$ cat config.mk
export PLATFORM = sky130hd
export DESIGN_NAME = level_crossing_gate_sequencer
export DESIGN_NICKNAME = d
export VERILOG_FILES = /design/src/rtl/level_crossing_gate_sequencer.sv
export SDC_FILE = /design/constraint.sdc
export NUM_CORES = 1
export LEC_CHECK = 0
export BUFFER_PORTS_ARGS = -buffer_cell sky130_fd_sc_hd__buf_2
export CAP_MARGIN = 20
export CORE_MARGIN = 2
export CORE_UTILIZATION = 45
export CTS_BUF_LIST = sky130_fd_sc_hd__clkbuf_16
export CTS_CLUSTER_SIZE = 16
export DETAILED_ROUTE_END_ITERATION = 10
export SETUP_SLACK_MARGIN = 0.02
export SYNTH_ARGS = -nofsm -noshare
export SYNTH_HDL_FRONTEND = slang
export SYNTH_SLANG_ARGS = --single-unit
export TNS_END_PERCENT = 5
$ cat constraint.sdc
create_clock -name Clk -period 3.2 [get_ports Clk]
set_input_delay 0.32 -clock Clk [delete_from_list [all_inputs] [get_ports Clk]]
set_output_delay 0.32 -clock Clk [all_outputs]
set_load 0.02 [all_outputs]
$ cat src/rtl/level_crossing_gate_sequencer.sv
// Level-crossing barrier sequencer: warning, lower, hold, raise and fault phases with limit-switch supervision.
// Optional audible warning enabled by defining LC_GATE_BUZZER_EN.
module level_crossing_gate_sequencer #(
    parameter int WARN_CYCLES  = 16,
    parameter int MOVE_TIMEOUT = 32,
    parameter int FLASH_DIV    = 4
) (
    input  logic       Clk,
    input  logic       Reset_n,
    input  logic       close_req,
    input  logic       gate_down_sw,
    input  logic       gate_up_sw,
    input  logic       fault_clr,
    output logic       motor_down,
    output logic       motor_up,
    output logic       warn_lamp,
    output logic       buzzer,
    output logic       gate_open,
    output logic       fault,
    output logic [2:0] state
);

    typedef enum logic [2:0] {
        S_OPEN   = 3'd0,
        S_WARN   = 3'd1,
        S_LOWER  = 3'd2,
        S_CLOSED = 3'd3,
        S_RAISE  = 3'd4,
        S_FAULT  = 3'd5
    } state_t;

    localparam int TIMER_MAX = (WARN_CYCLES > MOVE_TIMEOUT) ? WARN_CYCLES : MOVE_TIMEOUT;
    localparam int TIMER_W   = $clog2(TIMER_MAX + 1);
    localparam int FLASH_W   = (FLASH_DIV > 1) ? $clog2(FLASH_DIV) : 1;

    localparam logic [TIMER_W-1:0] WARN_LOAD  = TIMER_W'(WARN_CYCLES - 1);
    localparam logic [TIMER_W-1:0] MOVE_LOAD  = TIMER_W'(MOVE_TIMEOUT - 1);
    localparam logic [FLASH_W-1:0] FLASH_LAST = FLASH_W'(FLASH_DIV - 1);

    state_t             state_q, state_d;
    logic [TIMER_W-1:0] timer_q, timer_d;
    logic [FLASH_W-1:0] flash_cnt_q, flash_cnt_d;
    logic               flash_phase_q, flash_phase_d;

    logic timer_done;
    assign timer_done = (timer_q == '0);

    // NOTE: sequential state uses non-blocking assignments so every flop samples pre-edge values.
    always_ff @(posedge Clk or negedge Reset_n) begin
        if (!Reset_n) begin
            state_q       <= S_OPEN;
            timer_q       <= '0;
            flash_cnt_q   <= '0;
            flash_phase_q <= 1'b0;
        end else begin
            state_q       <= state_d;
            timer_q       <= timer_d;
            flash_cnt_q   <= flash_cnt_d;
            flash_phase_q <= flash_phase_d;
        end
    end

    // NOTE: every combinational output gets a default first so no path leaves it unassigned (no latch).
    always_comb begin
        state_d = state_q;
        case (state_q)
            S_OPEN:   if (close_req) state_d = S_WARN;
                      else if (gate_down_sw) state_d = S_FAULT;
            S_WARN:   if (!close_req) state_d = S_OPEN;
                      else if (timer_done) state_d = S_LOWER;
            S_LOWER:  if (gate_down_sw) state_d = S_CLOSED;
                      else if (timer_done) state_d = S_FAULT;
            S_CLOSED: if (!close_req) state_d = S_RAISE;
                      else if (!gate_down_sw) state_d = S_FAULT;
            S_RAISE:  if (close_req) state_d = S_LOWER;
                      else if (gate_up_sw) state_d = S_OPEN;
                      else if (timer_done) state_d = S_FAULT;
            S_FAULT:  if (fault_clr && gate_up_sw && !gate_down_sw && !close_req) state_d = S_OPEN;
            default:  state_d = S_FAULT;
        endcase
        // Both limit switches closed is physically impossible: treat as a sensor fault above all else.
        if (state_q != S_FAULT && gate_down_sw && gate_up_sw) state_d = S_FAULT;

        timer_d = timer_q;
        if (state_d != state_q) begin
            case (state_d)
                S_WARN:           timer_d = WARN_LOAD;
                S_LOWER, S_RAISE: timer_d = MOVE_LOAD;
                default:          timer_d = '0;
            endcase
        end else if (!timer_done) begin
            timer_d = timer_q - TIMER_W'(1);
        end

        // Flash restarts only on a fresh warning; RAISE->LOWER keeps the lamp rhythm unbroken.
        flash_cnt_d   = '0;
        flash_phase_d = 1'b0;
        if (state_d == S_WARN && state_q != S_WARN) begin
            flash_phase_d = 1'b1;
        end else if (state_d inside {S_WARN, S_LOWER, S_CLOSED, S_RAISE}) begin
            if (flash_cnt_q == FLASH_LAST) begin
                flash_phase_d = ~flash_phase_q;
            end else begin
                flash_cnt_d   = flash_cnt_q + FLASH_W'(1);
                flash_phase_d = flash_phase_q;
            end
        end
    end

    always_comb begin
        motor_down = 1'b0;
        motor_up   = 1'b0;
        warn_lamp  = 1'b0;
        gate_open  = 1'b0;
        fault      = 1'b0;
        case (state_q)
            S_OPEN:   gate_open = 1'b1;
            S_WARN:   warn_lamp = flash_phase_q;
            S_LOWER:  begin motor_down = 1'b1; warn_lamp = flash_phase_q; end
            S_CLOSED: warn_lamp = flash_phase_q;
            S_RAISE:  begin motor_up = 1'b1; warn_lamp = flash_phase_q; end
            default:  begin fault = 1'b1; warn_lamp = 1'b1; end
        endcase
    end

`ifdef LC_GATE_BUZZER_EN
    always_comb begin
        buzzer = 1'b0;
        case (state_q)
            S_WARN, S_LOWER:                     buzzer = flash_phase_q;
            S_OPEN, S_CLOSED, S_RAISE:           buzzer = 1'b0;
            default:                             buzzer = 1'b1;
        endcase
    end
`else
    assign buzzer = 1'b0;
`endif

    assign state = state_q;

endmodule
Yosys cells after proc, flatten, opt, wreduce, memory -nomap -nowiden
Cells that the tools add are included.
{"block": "classes", "n_addsub": 2, "eq_ne": 15, "n_mux": 27, "bitwise_logic": 1, "reduce_logical": 14}
{"operator": "$mux 3", "count": 12}
{"operator": "$pmux 3 s6", "count": 1}
{"operator": "$eq 3x2->1 const B", "count": 4}
{"operator": "$mux 6", "count": 2}
{"operator": "$pmux 5 s2", "count": 1}
{"operator": "$eq 3x3->1 const B", "count": 3}
{"operator": "$mux 1", "count": 7}
{"operator": "$eq 3x1->1 const B", "count": 2}
{"operator": "$logic_and 1x1->1", "count": 6}
{"operator": "$logic_not 6->1", "count": 1}
{"operator": "$mux 2", "count": 3}
{"operator": "$sub 6x1->6 const B", "count": 1}
{"operator": "$reduce_or 5->1", "count": 1}
{"operator": "$reduce_bool 4->1", "count": 1}
{"operator": "$reduce_or 4->1", "count": 1}
{"operator": "$logic_not 3->1", "count": 1}
{"operator": "$ne 3x1->1 const B", "count": 1}
{"operator": "$ne 3x2->1 const B", "count": 1}
{"operator": "$ne 3x3->1", "count": 1}
{"operator": "$ne 3x3->1 const B", "count": 1}
{"operator": "$add 2x1->2 const B", "count": 1}
{"operator": "$eq 2x2->1 const B", "count": 1}
{"operator": "$logic_not 1->1", "count": 2}
{"operator": "$ne 2x1->1 const B", "count": 1}
{"operator": "3 further kinds", "count": 3}
{"block": "word_totals", "reg_bits": 12, "out_inout_bits": 9, "wordCells": 63}

Logic depth before layout (Yosys ltp)
Gate-level depths: netlist of run 1.
{"block": "depth", "ltp_word": 10, "mapped_depth": 9, "mapped_depth_nobuf": 9}

Least setup slack after synthesis of run 1
Ideal clock, no wire load.
{"block": "synth_path", "path_type": "register -> register", "startpoint": "register state_q[1] (netlist: state[1])", "endpoint": "register flash_cnt_q[0]", "arrival_time_ps": 2418, "required_ps": 3089, "path_slack_ps": 670, "stages_incl_launch_ff": 9, "path_buffers": 2, "synth_period_minus_slack_ps": 2530, "path_cell_list": "dfrtp_1 buf_6 clkbuf_1 nor3b_1 o31ai_1 o21a_1 nor2_1 a211oi_4 a2111oi_2"}
{"block": "synth_between", "elab_chain_len": 9, "word_cells_on_any_way": 31}
{"element": "start: declaration", "line_no": "40", "text": "state_t state_q, state_d;"}
{"element": "start signal: assignment", "line_no": "56", "text": "state_q <= state_d;"}
{"element": "$mux 3", "line_no": "72, 77"}
{"element": "$mux 3", "line_no": "76", "text": "else if (gate_up_sw) state_d = S_OPEN;"}
{"element": "$mux 3", "line_no": "75", "text": "S_RAISE: if (close_req) state_d = S_LOWER;"}
{"element": "$pmux 3 s6", "line_no": "66", "text": "case (state_q)"}
{"element": "$mux 3 *", "line_no": "82", "text": "if (state_q != S_FAULT && gate_down_sw && gate_up_sw) state_d = S_FAULT;"}
{"element": "via state_d[1]", "line_no": "40"}
{"element": "$eq 3x1->1 (tied with other cells)", "line_no": "98, 100"}
{"element": "$reduce_bool 4->1", "line_no": "100", "text": "end else if (state_d inside {S_WARN, S_LOWER, S_CLOSED, S_RAISE}) begin"}
{"element": "$mux 2", "line_no": "100"}
{"element": "$mux 2 *", "line_no": "98", "text": "if (state_d == S_WARN && state_q != S_WARN) begin"}
{"element": "via flash_cnt_d[0]", "line_no": "42", "text": "logic [FLASH_W-1:0] flash_cnt_q, flash_cnt_d;"}
{"element": "end signal: assignment", "line_no": "58", "text": "flash_cnt_q <= flash_cnt_d;"}
{"element": "end: declaration", "line_no": "42"}
The timed path passes the listed nets; every way through them passes the cells marked *.
A chain may end at the register's enable or synchronous reset.

Worst setup path in the final report of run 1
{"block": "layout_path", "startpoint": "register timer_q[0]", "endpoint": "register timer_q[3]"}
{"block": "layout_between", "elab_chain_len": 10, "word_cells_on_any_way": 19}
{"element": "start: declaration", "line_no": "41", "text": "logic [TIMER_W-1:0] timer_q, timer_d;"}
{"element": "start signal: assignment", "line_no": "57", "text": "timer_q <= timer_d;"}
{"element": "$logic_not 6->1 *", "line_no": "46", "text": "assign timer_done = (timer_q == '0);"}
{"element": "$mux 3", "line_no": "72, 77"}
{"element": "$mux 3", "line_no": "76"}
{"element": "$mux 3", "line_no": "75"}
{"element": "$pmux 3 s6 *", "line_no": "66"}
{"element": "$mux 3 *", "line_no": "82"}
{"element": "via state_d[0]", "line_no": "40"}
{"element": "$eq 3x2->1 or $eq 3x3->1 (tied branches)", "line_no": "86", "text": "case (state_d)"}
{"element": "$reduce_or 2->1", "line_no": "86"}
{"element": "$pmux 5 s2", "line_no": "86"}
{"element": "$mux 6", "line_no": "85", "text": "if (state_d != state_q) begin"}
The timed path passes the listed nets; every way through them passes the cells marked *. The select of a mux whose other input is x is not followed.

==> results of run 1 <==
[power by group through the flow]
stage	sequential [W]	combinational [W]	clock, W
after detailed placement	0.000328	0.00121	0
after floorplan	0.000296	0.00100	0
after global placement	0.000325	0.00120	0
final	0.000327	0.00122	0.000224
after global routing	0.000338	0.00133	0.000237
after CTS	0.000327	0.00122	0.000227
[state kept, by name, summed over array words and instances, names as in the netlist]
name and count:
timer_q 6, flash_phase_q 1, state 3, flash_cnt_q 2
[cells in the mapped netlist (4+ instances only)]
master    number
nand2_1        8
dfrtp_1       12
o31ai_1        6
nor2_1        14
o21ai_0        5
inv_1          5
xnor2_1        4
buf_2          4
nor3_1         6
o311ai_1       4
a21oi_1        6
[through the flow]
| stage | instance area [um2] | worst slack, ns | power [W] | hold slack [ns] | utilization |
|---|---|---|---|---|---|
| after detailed placement | 1280 | 0.597 | 0.00154 | 0.211 | 0.509 |
| after global routing | 1370 | 0.397 | 0.00191 | 0.470 | 0.543 |
| after floorplan | 1220 | 0.670 | 0.00130 | 0.0244 | - |
| after CTS | 1370 | 0.563 | 0.00177 | 0.464 | 0.543 |
| final | 1370 | 0.576 | 0.00177 | 0.462 | 0.543 |
| after global placement | 1280 | 0.650 | 0.00153 | 0.209 | 0.509 |
[what timing repair did]
item                                    4_1_cts  5_1_grt
hold buffers                                  1        0
setup buffers                                 0        0
endpoints found under the hold margin        12        0
endpoints found under the setup margin        0        0
[worst paths after layout]
check	from	endpoint	slack, ns	cells after the start
worst max-delay path	timer_q[0]	timer_q[3]	0.58	9
worst min-delay path	flash_cnt_q[0]	flash_cnt_q[0]	0.46	1
worst max register to register	timer_q[0]	timer_q[3]	0.58	9
worst min register to register	flash_cnt_q[0]	flash_cnt_q[0]	0.46	1
max in group asynchronous	Reset_n	timer_q[4]	2.49	2
min in group asynchronous	Reset_n	state[0]	0.50	2
[cells in the final DEF (no fill, tap or decap), types with 2 or more instances in the layout]
cell,n
o211ai_1,3
a211oi_1,2
nor2_1,14
o21ai_0,5
ha_1,2
buf_4,3
inv_1,5
o2bb2ai_1,2
o311ai_1,4
a2111oi_2,2
nand2_1,8
nor3b_1,2
o31ai_1,6
buf_2,13
nand2b_1,2
mux2i_1,2
clkbuf_16,3
nor4bb_1,2
dfrtp_1,12
xnor2_1,4
nor3_1,6
o21a_1,3
a21oi_1,6
[area by class of cell]
| type | count | area, um2 |
|---|---|---|
| fill | 234 | 1150 |
| multi-input combinational | 107 | 828 |
| sequential | 12 | 300 |
| timing repair buffer | 17 | 97.6 |
| clock buffer | 3 | 75.1 |
| tap | 30 | 37.5 |
| inverter | 7 | 31.3 |
[routing by layer]
layer	routed length, um	track usage	up-vias
li1	-	-	543
met1	1400	0.266	527
met2	1340	0.301	27
met3	100	0.0302	2
met4	20	0.0510	0
met5	0	0	-
[logic make-up after synthesis]
group                      after synthesis  synth area share
AOI/OAI and AO/OA                       49             0.373
xor gates and xnor gates                 5            0.0360
adders and majority gates                2            0.0206
buffers and inverters                   17            0.0730
DFF                                     12             0.247
muxes                                    2            0.0164
other                                    1           0.00308
and+or+nand+nor                         48             0.231
==> reports/qor.yml, run 1 <==
slew_headroom: 0.573
cpPeakStageDelay_ns: 0.45
first_pass_iters: 4
wl_per_cell_um: 16.2
status: "finished, final reports clean"
antenna_found_initial: 0
synth_area_per_cell_um2: 8.95
crit_family: "simple AND/OR/NAND/NOR gates"
clkPwrFrac: 0.126
yosysTopAreaCell: "dfrtp_1"
die_w_um: 56.0
ys_seq_area_frac: 0.247
seqPwrFrac: 0.184
finalWirelength_mm: 2.85
num_rows: 18
crit_type: "register to register"
clock-sinks: 12
cts_buffers: 3
start_util: 0.483
syn_to_final_growth_pct: 12.5
ys.flop_type: "dfrtp_1"
grt_pass1_vias: 1009
dpl.hpwl_mm: 2.11
grt_max_degree: 19
report.final.slew_viol_count: 0
route.detailed.drc: 0
slowest_stage: "or3b_4"
period_needed_ns: 2.62
arrival_ns: 2.73
p_int_w: 0.000878
ctsLongestPathBuffers: 2
synth_top_area_frac: 0.247
fmax_ghz: 0.381
fp.coreArea_um2: 2520
syn_area_um2: 1220
syn_nets: 144
gp_congestion: 0.779
dp_cells: 172
num_vias: 1099
p_switching_w: 0.000894
combPwrFrac: 0.689
hold_class: "register to register"
synthCells: 136
leakage_nw: 0.549
setup_viol: 0
synth_edf_count: 0
n_antenna_cell: 0
power_density_nw_per_um2: 1290
die-area_um2: 3140
root_buffer: "clkbuf_16"
h-tree-depth: 1
grt_overflow: 0
drt-initial-drc-count: 72
synthTopCellsByArea: "dfrtp_1 (25%), nor2_1 (4.3%), o31ai_1 (3.7%), o311ai_1 (2.9%), xnor2_1 (2.9%)"
cp_cell_sequence: "inv_1 -> ha_1 -> or3b_4 -> or2_4 -> o221a_4 -> nor2_4 -> clkinv_4 -> o311ai_1 -> a21oi_1"
grt_first_pass_wirelength_mm: 4.75
ys_ff_latch: 12
hold_viol_final: 0
drive_gt1_frac: 0.267
irDropWorstVdd_mv: 0.684
tightestPinTransition_ns: 0.640
skew_ns: 0.000955
setup_tns_ns: 0
cp_max_fo: 9
io_buffers: 13
viasPerCell: 6.24
synthArstFlopShare: 1.00
io-pin-count: 15
synth_cell_types: 59
period_share: 0.820
rsz0062_at_grt: "false"
cap_violations: 0
detail-route-antenna-nets: 0
fp.dieH_um: 56.0
final_nets: 156
worst_ep_required_time_ns: 3.31
cts_resized: 0
power.share.switching: 0.504
setup.worst_path.end_class: "register"
final_cells: 176
critPathLaunchType: "register"
ys.warnings.count: 0
path_clk_slew_ns: 0.04
crit_buf_inv: 2
cts_tree: "done"
track_usage: 0.189
worstSkewPairLatency_ns: 0.24
No activity file was read; power rests on OpenSTA's default activity.
==> run 2, diff against run 1 <==
- PLACE_DENSITY: not set -> 0.67
- clock period: 3.2 -> 2.1 ns (I/O delays scaled with it)
==> run 2 against run 1 <==
The flow now finishes with violations (negative setup slack). Non-clock buffer count is 45 higher. Count of clock-buffer cells in the layout is the same. Combinational power increased to 2.5 times the previous value. Clock skew about the same. Via count rose by 25%. Critical path depth is 1 higher. Utilization is 21 points higher.
==> reports/qor.yml, run 2 (synthesized netlist as in run 1, its figures left out) <==
crit_type: "register to register"
rsz0062_at_grt: "true"
setup.worst_path.end_class: "register"
endpoint: "timer_q[4]"
cp-startpoint: "timer_q[1]"
ctsLongestPathBuffers: 2  # unchanged
hold_class: "input pin to async pin"
grt_first_pass_wirelength_mm: 6.01  # +27%
root_buffer: "clkbuf_16"
path_clk_slew_ns: 0.05  # about the same
viasPerCell: 6.18  # -1.1%
p_total_w: 0.00391  # +120%
reg2reg_depth: 10  # +1
n_antenna_cell: 0  # unchanged
cp_num_cells: 10  # +1
combPwrFrac: 0.795  # +0.106
antenna_found_initial: 0  # unchanged
track_usage: 0.237  # +0.0476
drive_gt1_frac: 0.536  # +0.269
worstSkewPairLatency_ns: 0.24  # about the same
drt-initial-drc-count: 43  # -40%
fp.dieH_um: 56.0  # unchanged
p_int_w: 0.00207  # +140%
crit_buf_inv: 3  # +1
period_needed_ns: 2.37  # -0.256 ns
r2r_end: "timer_q[4]"
critPathLaunchType: "register"
die-area_um2: 3140  # unchanged
setup_tns_ns: -2.24  # -2.24 ns
detail-route-antenna-nets: 0  # unchanged
irDropWorstVdd_mv: 1.40  # +110%
clock-sinks: 12  # unchanged
grt_overflow: 0  # unchanged
layout_commonest_cell: "buf_4"
skew_ns: 0.000960  # +0.00000527 ns
final_nets: 201  # +29%
final_cell_area_um2: 1890  # +38%
cts_tree: "done"
h-tree-depth: 1  # unchanged
gp_congestion: 0.823  # +5.6%
leakage_nw: 0.800  # +46%
io_buffers: 13  # unchanged
cts_buffers: 3  # unchanged
die_w_um: 56.0  # unchanged
grt_max_degree: 19  # unchanged
cap_violations: 0  # unchanged
grt_pass1_vias: 1317  # +31%
fmax_ghz: 0.422  # +11%
p_switching_w: 0.00184  # +110%
report.final.slew_viol_count: 0  # unchanged
power_density_nw_per_um2: 2060  # +60%
cp_cell_sequence: "inv_2 -> ha_4 -> or3b_4 -> buf_6 -> a2111oi_4 -> a211o_4 -> nor2_4 -> buf_6 -> o31ai_2 -> o2bb2ai_1"
slowest_stage: "or3b_4"
io-pin-count: 15  # unchanged
worst_ep_required_time_ns: 2.26  # -1.05 ns
final_cell_mix: "buf_4 (42), nor2_1 (14), buf_2 (13)"
num_rows: 18  # unchanged
crit_family: "compound AO/OA/AOI/OAI gates"
status: "finished, violations left"
seqPwrFrac: 0.113  # -0.071
finalWirelength_mm: 3.79  # +33%
hold_viol_final: 0  # unchanged
layout_setup_ws_ns: -0.267  # -0.844 ns
power.share.switching: 0.470  # -0.0346
period_share: 1.13  # +0.307
violations: "negative setup slack"
cpPeakStageDelay_ns: 0.41  # -0.04 ns
fp.coreArea_um2: 2520  # unchanged
start_util: 0.483  # unchanged
largest_reg_flops: 6  # unchanged
dpl.hpwl_mm: 2.57  # +22%
clkPwrFrac: 0.092  # -0.034
route.detailed.drc: 0  # unchanged
reg2reg_slack_ns: -0.27  # -0.84 ns
crit_top_cell: "buf_6"
first_pass_iters: 4  # unchanged
arrival_ns: 2.53  # -0.20 ns
wl_per_cell_um: 17.1  # +5.3%
post_dp_cell_area_um2: 1590  # +24%
syn_to_final_growth_pct: 55.6
r2r_start: "timer_q[1]"
regMostFlops: "timer_q"
num_vias: 1371  # +25%
setup_viol: 10  # +10
cp_max_fo: 6  # -3
run 2: power groups by stage:
stage               clock network [W]  registers (W)  logic (W)
finish                       0.000359       0.000443    0.00311
global route                 0.000368       0.000452    0.00332
CTS                          0.000360       0.000433    0.00264
detailed placement                  0       0.000435    0.00242
global placement                    0       0.000431    0.00236
floorplan                           0       0.000456    0.00161
run 2: repair_timing:
action                                 CTS  global route
gates cloned                             0             0
hold buffers                             1             0
setup endpoints to repair               10             9
pin swaps                                7            13
gates resized for setup                 11            16
setup buffers                            3             5
endpoints found under the hold margin   12             0
run 2: cell type report:
class	count	area (um2)
inverter	7	31.3
multi-input combinational	107	986
clock buffer	3	75.1
tap	30	37.5
timing repair buffer	62	458
clock inverter	1	3.75
fill	162	628
sequential	12	303
run 2: worst min path at each step:
stage | from | endpoint | slack [ns] | depth (start not counted)
2_1_floorplan | Reset_n | flash_cnt_q[0] | -0.09 | 0
3_3_place_gp | Reset_n | state[2] | 0.10 | 1
3_5_place_dp | Reset_n | flash_phase_q | 0.11 | 1
4_1_cts | Reset_n | timer_q[1] | 0.39 | 2
5_1_grt | Reset_n | timer_q[1] | 0.44 | 2
6_report | Reset_n | flash_phase_q | 0.39 | 2
run 2: metrics by stage:
step | worst slack, ns | hold slack [ns] | util | cells
final | -0.267 | 0.390 | 0.751 | 222
after CTS | -0.221 | 0.390 | 0.699 | 217
after detailed placement | -0.327 | 0.108 | 0.632 | 209
after global placement | -0.281 | 0.104 | 0.632 | 209
after floorplan | -0.208 | -0.0856 | - | 136
after global routing | -0.342 | 0.436 | 0.751 | 222
run 2: routing by layer:
layer | global-route usage | share of wire | vias to the layer above
met5 | 0 | 0 | -
met4 | 0.0782 | 0.026 | 0
met3 | 0.0256 | 0.051 | 14
met2 | 0.425 | 0.52 | 57
met1 | 0.292 | 0.41 | 665
li1 | - | - | 635
==> run 3, diff against run 2 <==
- BUFFER_PORTS_ARGS: -buffer_cell sky130_fd_sc_hd__buf_2 -> not set
- DONT_BUFFER_PORTS: not set -> 1
- PLACE_DENSITY: 0.67 -> not set
==> run 3 against run 2 <==
The flow still finishes with violations (negative setup slack). Die area unchanged. Routed wire length is 3.0% lower. Maximum frequency up 0.72%. Global-route usage is 0.28 points higher. Clock skew hardly changed. Worst setup slack improved by 0.017 ns. Non-clock buffer count is 22 lower. Sequential share of layout area increased by 0.93 points. Cell count shrank 9.5%. Design area decreased by 5.9%. Utilization shrank 4.4 points. Largest cell class unchanged.
==> reports/qor.yml, run 3 (synthesized netlist as in run 1, its figures left out) <==
status: "finished, violations left"
violations: "negative setup slack"
crit_type: "register to register"
antenna_found_initial: 0  # unchanged
ff_latch_area_um2: 302  # -0.41%
route.detailed.drc: 0  # unchanged
grt_first_pass_wirelength_mm: 6.03  # +0.35%
io-pin-count: 15  # unchanged
crit_family: "compound AO/OA/AOI/OAI gates"
syn_to_final_growth_pct: 46.5
cpPeakStageDelay_ns: 0.53  # +0.12 ns
root_buffer: "clkbuf_16"
cp_max_fo: 6  # unchanged
num_rows: 18  # unchanged
slew_headroom: 0.625
fp.dieH_um: 56.0  # unchanged
grt_pass1_vias: 1263  # -4.1%
drt-initial-drc-count: 58  # +35%
grt_overflow: 0  # unchanged
layout_commonest_cell: "buf_4"
path_clk_slew_ns: 0.04  # about the same
final_nets: 180  # -10%
rsz0062_at_grt: "true"
wl_per_cell_um: 18.3  # +7.2%
worst_ep_required_time_ns: 2.22  # -0.04 ns
cts_tree: "done"
detail-route-antenna-nets: 0  # unchanged
drive_gt1_frac: 0.491  # -0.0452
nFillCells: 197  # +22%
gp_congestion: 0.867  # +5.3%
viasPerCell: 6.33  # +2.6%
regMostFlops: "timer_q"
cp_cell_sequence: "or3b_2 -> a2111oi_4 -> or3_1 -> a221o_2 -> a21boi_4 -> a21oi_1"
cts_buffers: 3  # unchanged
period_needed_ns: 2.35  # -0.0170 ns
crit_buf_inv: 0  # -3
skew_ns: 0.00115  # +0.000194 ns
setup_viol: 9  # -1
report.final.slew_viol_count: 0  # unchanged
first_pass_iters: 4  # unchanged
slowest_stage: "or3b_2"
ctsLongestPathBuffers: 2  # unchanged
setup.worst_path.end_class: "register"
n_antenna_cell: 0  # unchanged
clock-sinks: 12  # unchanged
layout_setup_ws_ns: -0.250  # +0.0170 ns
fmax_ghz: 0.425  # +0.72%
finalWirelength_mm: 3.68  # -3.0%
die_w_um: 56.0  # unchanged
hold_viol_final: 0  # unchanged
period_share: 1.12  # -0.00808
grt_max_degree: 14  # -5
track_usage: 0.240  # +0.00277
die-area_um2: 3140  # unchanged
fp.coreArea_um2: 2520  # unchanged
io_buffers: 0  # -13
final_cell_mix: "buf_4 (36), nor2_1 (12), dfrtp_1 (11)"
holdWs_ns: 0.402  # +0.0113 ns
dpl.hpwl_mm: 2.46  # -4.2%
critPathLaunchType: "register"
h-tree-depth: 1  # unchanged
tightestPinTransition_ns: 0.560
multiInputGateArea_um2: 1020  # +3.4%
cap_violations: 0  # unchanged
hold_class: "input pin to async pin"
worstSkewPairLatency_ns: 0.24  # about the same
arrival_ns: 2.47  # -0.06 ns
num_vias: 1273  # -7.1%
start_util: 0.483  # unchanged
largest_reg_flops: 6  # unchanged
[run 3: timing repair]
| action | in CTS | in global routing |
|---|---|---|
| gates cloned | 1 | 0 |
| endpoints found under the setup margin | 9 | 10 |
| hold buffers | 1 | 0 |
| setup buffers | 1 | 4 |
| pin swaps | 7 | 13 |
| gates resized for setup | 8 | 20 |
| endpoints found under the hold margin | 12 | 0 |
[run 3: final timing paths]
path	start	end	slack, ns	depth (start not counted)
min in group Clk	gate_up_sw	state[1]	0.42	3
min	Reset_n	state[0]	0.40	1
max in group asynchronous	Reset_n	state[1]	1.30	1
min reg2reg	flash_cnt_q[0]	flash_cnt_q[0]	0.49	1
max reg2reg	state[2]	timer_q[1]	-0.25	6
max	state[2]	timer_q[1]	-0.25	6
[run 3: metal layers]
| layer | routed length (um) | track usage | part of all wire |
|---|---|---|---|
| met5 | 0 | 0 | 0 |
| met4 | 51 | 0.0782 | 0.014 |
| met3 | 188 | 0.0419 | 0.051 |
| met2 | 1830 | 0.408 | 0.50 |
| met1 | 1600 | 0.305 | 0.44 |
[run 3: cell type report]
class                           instances  share of cell area
Clock buffer                            3              0.0421
Clock inverter                          1             0.00211
Inverter                                7              0.0175
Multi-Input combinational cell        108               0.572
Sequential cell                        12               0.169
Tap cell                               30              0.0211
Timing Repair Buffer                   40               0.176
[run 3: through the flow]
stage	std cells	util	setup TNS (ns)	cell area (um2)	setup WS [ns]
floorplan	136	-	-1.50	1260	-0.208
global route	201	0.707	-2.56	1780	-0.326
CTS	197	0.646	-1.32	1630	-0.185
detailed placement	190	0.588	-1.59	1480	-0.232
finish	201	0.707	-1.80	1780	-0.250
global placement	190	0.588	-1.31	1480	-0.202
Power of run 3 is not shown: default switching activity piles up to over one toggle a cycle in this logic, so the estimate is an artifact.
